==> src/rtl/uart_rx_os16.sv <==
// 8N1 UART receiver with 16x oversampling and a 3-sample majority vote per bit.
// Each good byte is delivered as a one-cycle rx_vld strobe with rx_data held until the next one.
module uart_rx_os16 #(
    parameter int CLK_FREQ   = 100_000_000,
    parameter int BAUD       = 115200,
    parameter int OVERSAMPLE = 16
) (
    input  logic       clk,
    input  logic       rst,
    input  logic       rx,
    output logic       rx_vld,
    output logic [7:0] rx_data,
    output logic       rx_frame_err,
    output logic       rx_busy
);

    localparam int DIV = CLK_FREQ / (BAUD * OVERSAMPLE);
    localparam int CW  = (DIV > 1) ? $clog2(DIV) : 1;
    localparam logic [CW-1:0] DIV_LAST = CW'(DIV - 1);

    typedef enum logic [1:0] {IDLE, START, DATA, STOP} state_t;

    state_t        state;
    logic          rx_meta;
    logic          rx_s;
    logic [CW-1:0] div_cnt;
    logic          tick;
    logic          start_det;
    logic [3:0]    s_cnt;
    logic [2:0]    bit_idx;
    logic [1:0]    smp;
    logic [7:0]    shift;
    logic          vote;

    // NOTE: the synchronizer resets to the idle-high line level so leaving reset never looks like a start edge.
    always_ff @(posedge clk or posedge rst) begin
        if (rst) begin
            rx_meta <= 1'b1;
            rx_s    <= 1'b1;
        end else begin
            rx_meta <= rx;
            rx_s    <= rx_meta;
        end
    end

    assign start_det = (state == IDLE) && !rx_s;
    assign tick      = (div_cnt == DIV_LAST);

    // Restarting the prescaler on the start edge puts sample 8 near each bit centre.
    always_ff @(posedge clk or posedge rst) begin
        if (rst) begin
            div_cnt <= '0;
        end else if (start_det || tick) begin
            div_cnt <= '0;
        end else begin
            div_cnt <= div_cnt + 1'b1;
        end
    end

    // Samples 7 and 8 are stored; sample 9 is the live synchronized input at decision time.
    assign vote = (smp[0] & smp[1]) | (smp[0] & rx_s) | (smp[1] & rx_s);

    always_ff @(posedge clk or posedge rst) begin
        if (rst) begin
            state        <= IDLE;
            s_cnt        <= '0;
            bit_idx      <= '0;
            smp          <= '0;
            shift        <= '0;
            rx_data      <= '0;
            rx_vld       <= 1'b0;
            rx_frame_err <= 1'b0;
            rx_busy      <= 1'b0;
        end else begin
            // NOTE: strobes default low every cycle and are raised only on the deciding edge.
            rx_vld       <= 1'b0;
            rx_frame_err <= 1'b0;
            case (state)
                IDLE: begin
                    if (!rx_s) begin
                        state   <= START;
                        rx_busy <= 1'b1;
                        s_cnt   <= '0;
                        bit_idx <= '0;
                    end
                end
                default: begin
                    if (tick) begin
                        s_cnt <= s_cnt + 1'b1;
                        if (s_cnt == 4'd7) smp[0] <= rx_s;
                        if (s_cnt == 4'd8) smp[1] <= rx_s;
                        case (state)
                            START: begin
                                if (s_cnt == 4'd9 && vote) begin
                                    state   <= IDLE;
                                    rx_busy <= 1'b0;
                                end else if (s_cnt == 4'd15) begin
                                    state <= DATA;
                                end
                            end
                            DATA: begin
                                if (s_cnt == 4'd9) begin
                                    shift <= {vote, shift[7:1]};
                                end else if (s_cnt == 4'd15) begin
                                    if (bit_idx == 3'd7) state <= STOP;
                                    bit_idx <= bit_idx + 1'b1;
                                end
                            end
                            STOP: begin
                                // Leaving at mid-stop leaves half a bit of margin for the next start edge.
                                if (s_cnt == 4'd9) begin
                                    state   <= IDLE;
                                    rx_busy <= 1'b0;
                                    if (vote) begin
                                        rx_data <= shift;
                                        rx_vld  <= 1'b1;
                                    end else begin
                                        rx_frame_err <= 1'b1;
                                    end
                                end
                            end
                            default: ;
                        endcase
                    end
                end
            endcase
        end
    end

endmodule
==> config.mk <==
export PLATFORM = sky130hd
export DESIGN_NAME = uart_rx_os16
export DESIGN_NICKNAME = d
export VERILOG_FILES = /design/src/rtl/uart_rx_os16.sv
export SDC_FILE = /design/constraint.sdc
export NUM_CORES = 1
export LEC_CHECK = 0
export ABC_CLOCK_PERIOD_IN_PS = 3700
export CORE_MARGIN = 1.5
export CORE_UTILIZATION = 45
export DETAILED_ROUTE_END_ITERATION = 8
export PLACE_DENSITY = 0.74
export REMOVE_ABC_BUFFERS = 1
export SYNTH_ARGS = -nofsm -noshare
export SYNTH_HDL_FRONTEND = slang
export SYNTH_SLANG_ARGS = --single-unit
==> constraint.sdc <==
create_clock -name clk -period 3.7 [get_ports clk]
set_input_delay 1.11 -clock clk [delete_from_list [all_inputs] [get_ports clk]]
set_output_delay 1.11 -clock clk [all_outputs]
set_load 0.02 [all_outputs]
; ---- Word level (Yosys, flattened, before mapping)
; Cells that the tools add are included.
[classes]
addsub = 3
multipliers = 0
n_div = 0
order_cmp = 0
n_eq_ne = 17
shift = 0
n_mux = 36
bitwise_logic = 6
n_reduce_logical = 18
[op_table]
columns = operator, n
row1 = 2-to-1 mux 2 bit, 9
row2 = 2-to-1 mux 3 bit, 6
row3 = 2-to-1 mux 1 bit, 15
row4 = inequality test 3 bit (second input constant), 5
row5 = AND reduction 5 bit, 3
row6 = equality test 4 bit (second input constant), 3
row7 = 2-to-1 mux 4 bit, 3
row8 = AND reduction 8 bit, 1
row9 = adder 6 x 1 -> 6 bit (second input constant), 1
row10 = equality test 6 bit (second input constant), 1
row11 = 2-to-1 mux 6 bit, 1
row12 = one-hot mux 2 bit (3 select lines), 1
row13 = AND reduction 3 bit, 2
row14 = nonzero test 2 bit, 3
row15 = adder 4 x 1 -> 4 bit (second input constant), 1
row16 = equality test 2 bit (second input constant), 2
row17 = equality test 4 x 3 -> 1 bit (second input constant), 1
row18 = inequality test 2 bit (second input constant), 2
row19 = inequality test 4 bit (second input constant), 1
row20 = AND reduction 4 bit, 1
row21 = nonzero test 4 bit, 1
row22 = adder 3 x 1 -> 3 bit (second input constant), 1
row23 = bitwise AND 1 bit, 3
row24 = equality test 3 bit (second input constant), 1
row25 = other kinds (10), 12
[totals]
regBits = 38
latchBits = 0
ram_bits = 0
romBits = 0
in_bits = 3
output_inout_bits = 11
elab_cells = 93
memories = 0

; ---- Longest topological paths before layout
[depth]
depth_word = 8
depth_mapped = 8
depth_no_buf = 6

; ---- Worst setup path after synthesis
; Ideal clock, no wire load.
[synth_path]
path_type = register -> register
startpoint = reg state[0]
endpoint = reg rx_data[1]
setup_ns = 0.125
arrival_ns = 1.830
slack_ns = 1.746
path_stages_with_launch = 7
path_buffers = 0
path_cell_list = dfrtp_1 inv_1 ha_1 and4bb_4 nand2_4 nor3_4 mux2_2
[synth_via]
elab_chain_len = 3
elab_cells_between_ends = 4
[synth_lines]
columns = item, line_no
row1 = "start, declared", 23  ; state_t state;
row2 = "start signal, assigned", 65  ; state <= IDLE;
row3 = "start signal, assigned", 81  ; state <= START;
row4 = "start signal, assigned", 95  ; state <= IDLE;
row5 = logical NOT 2 bit, 78  ; case (state)
row6 = NOT 1 bit (no line), --
row7 = AND reduction 5 bit (no line) (*), --
row8 = "end signal, assigned", 115  ; rx_data <= shift;
row9 = "end, declared", 12  ; output logic [7:0] rx_data,
; Mark *: on every way between the ends. The rest lies on a longest branch, timed or not.
; A chain may end at the register's enable or synchronous reset.

; ---- Worst setup path in the final report
[layout_path]
startpoint = reg rx_busy
endpoint = out rx_busy
[layout_lines]
columns = item, line_no
row1 = "start, declared", 14  ; output logic rx_busy
row2 = "start signal, assigned", 73  ; rx_busy <= 1'b0;
row3 = "start signal, assigned", 82  ; rx_busy <= 1'b1;
row4 = "start signal, assigned", 96  ; rx_busy <= 1'b0;
; No word-level cell between the ends.

==> run metrics <==
Final Cycle Share 0.6424; RSZ-0062 raised after global routing no; fin area around 2200 sq um; CP Buf/Inv Count 1; status completed; Net Sw Frac 0.1863; relative slew slack 0.6710; gp weighted congestion approximately 0.90; number of gates resized after CTS 0; max cap viols 0; P&R area growth vs syn 16.22%; Crit Path Max Fanout 3; WL/cell ~15 um; Worst-Skew Late Latency approximately 300 ps; antenna-violating nets left 0; r2r endpoint rx_data[1]; sequential area share after synthesis 0.5066; Synth warnings 0; Gate power share 0.012; Residual DRC 0; Yosys reg bits 38; Clock Skews about 9.6 ps; clk buf depth 2; Ports 14; Final setup viols 0; cts-stage hold buffer count 0; hold_sp rx_meta; critical path's slowest cell clkdlybuf4s50_1; first-pass GRT wire length roughly 5400 um; actual slew at the worst max-slew pin a little under 500 ps; Via-to-Cell Ratio about 5.4; GRT Total Usage 0.1655; Seq. cell area 953.4 sq um; share of layout cells above drive strength 1 0.2108; dpl cell area ~2000 sq um; Worst Slack Setup Final about 1300 ps; asr flop ratio synth 1.000; # diodes 0; reg2reg start state[1]; clock share of power 0.495; drt pass-1 iters 4; port bufs 13; Top FF cell, synth dfrtp_1; Rows 23; Fin Setup TNS 0 ps; PwrDens between 300 and 400 nW/um^2; die width roughly 68 um; VDD IR max between 200 and 250 uV; clock sink count 38; R2R depth 6; Chip Height 67.67 um; required time worst endpoint 2590 ps; CP Capture Type output pin; starting DRC count in detailed routing 97; CP cell instances clkdlybuf4s50_1; Initial Util 0.4704; area of the multi-input gates around 860 sq um; filler instances around 340; R2R Setup Slk around 1500 ps; crit-path leading delay family buffers and inverters; DR vias 1177; Slowest Stage Delay on Critical Path around 610 ps; Crit Path Category reg -> out; synth unique cells 45; fmax around 0.42 GHz; mean post-synth cell area 12.71 sq um; P_leak between 1 and 1.5 nW; Die ar. roughly 4600 sq um; worst setup path endpoint rx_busy; max-slew violation count 0; Post-CTS Setup Repair Bufs 0; critical path startpoint category flop; CTS Buf Count 5; EDFF count, synth 0; Hold Crit Class reg -> reg; Post-layout nets roughly 180; Seq pwr share 0.493; H-Tree Depth 2; synthesized area approximately 1900 sq um; CTS root buf clkbuf_8; internal cell power ~0.00069 W; grt ovf 0; final hold violations 0; Routed WL between 3000 and 4000 um; Post-Synthesis Cells 148; DP HPWL around 2300 um; Crit. path cell count 1; clk slew on worst S/H paths around 80 ps; core area 4000 sq um; DP Worst Slack between 1000 and 1500 ps; vias in the first global route around 1200; Worst EP arrival around 1300 ps; CTS tree built; Crit. Startpoint rx_busy; initial antenna violation count 0; min Tclk post-route ~2400 ps; Switching Power 0.0001580 W; pin count of the biggest net entering global routing 39
==> synth_stat cells, types with 2 or more instances <==
cell      count  area (sq um)
and3_1        2         12.51
buf_6         2         22.52
nor2_1       11         41.29
nor3_1        3         15.01
nand2_1       5         18.77
nand3_1       6         30.03
mux2_4        8         120.1
buf_2         2         10.01
xor2_1        4         35.03
ha_1         11         137.6
a22o_1        2         17.52
mux2_2       11         123.9
o2111a_1      2         22.52
xnor2_1       2         17.52
inv_1         9         33.78
dfrtp_1      36         900.9
o211ai_1      2         15.01
nand4b_1      2         17.52
dfstp_2       2         52.55
==> final cells by class <==
cell class | count | share of cell area
Sequential cell | 38 | 0.4359
Multi-Input combinational cell | 97 | 0.3942
Timing Repair Buffer | 14 | 0.06293
Clock buffer | 5 | 0.03146
Clock inverter | 3 | 0.03146
Tap cell | 50 | 0.02860
Inverter | 9 | 0.01545
==> layout by cell type (no fill, tap or decap), drive strengths merged, types with 2 or more instances in the layout <==
cell	n
bufinv	2
clkdlybuf4s50	13
o2111a	2
a22o	2
nor3	4
and3	2
mux2	20
nand3	6
nand4b	3
nand2	6
o211ai	2
dfstp	2
inv	9
dfrtp	36
and2	2
ha	11
nor2	11
xor2	4
xnor2	2
clkbuf	5
==> stage by stage <==
step	total power, W	hold slack (ps)	instances	util
floorplan	0.0004319	345.2	144	-
global placement	0.0004370	345.7	208	0.5124
detailed placement	0.0004374	348.8	208	0.5124
CTS	0.0008594	360.1	216	0.5468
global route	0.0008788	364.1	216	0.5468
finish	0.0008478	357.9	216	0.5468
==> worst min path at each step <==
stage	end	slack, ps	cells past startpoint
finish	rx_s	360	0
global route	rx_s	360	0
floorplan	rx_s	350	0
CTS	rx_s	360	0
detailed placement	rx_s	350	0
global placement	rx_s	350	0
==> cell families (layout without fill, tap and decap cells) <==
group	Yosys count	count (layout)	share of synthesized area
compound gates	17	17	0.07514
xor+xnor	6	6	0.02793
fa+ha+maj	12	12	0.07846
buf+inv	13	31	0.03524
flops	38	38	0.5066
mux	20	20	0.1356
simple gates	42	42	0.1410
==> sequential cells by signal, summed over array words and instances (netlist names) <==
name	flops
shift	8
rx_s	1
rx_data	8
smp	2
rx_busy	1
state	2
rx_meta	1
rx_vld	1
s_cnt	4
div_cnt	6
rx_frame_err	1
bit_idx	3
==> routing by layer <==
| layer | up-vias | share of wire | track usage |
|---|---|---|---|
| met5 | - | 0 | 0 |
| met4 | 0 | 0.022 | 0.07653 |
| met3 | 9 | 0.045 | 0.05500 |
| met2 | 28 | 0.51 | 0.2684 |
| met1 | 581 | 0.43 | 0.1979 |
| li1 | 559 | - | - |
==> power by group through the flow <==
stage	clock network, W	logic (W)	registers (W)
2_1_floorplan	0	0.00000627	0.000426
3_3_place_gp	0	0.0000110	0.000426
3_5_place_dp	0	0.0000114	0.000426
4_1_cts	0.000430	0.0000114	0.000418
5_1_grt	0.000448	0.0000127	0.000418
6_report	0.000419	0.0000106	0.000418
Note: power is estimated with default switching activity, not from simulation.
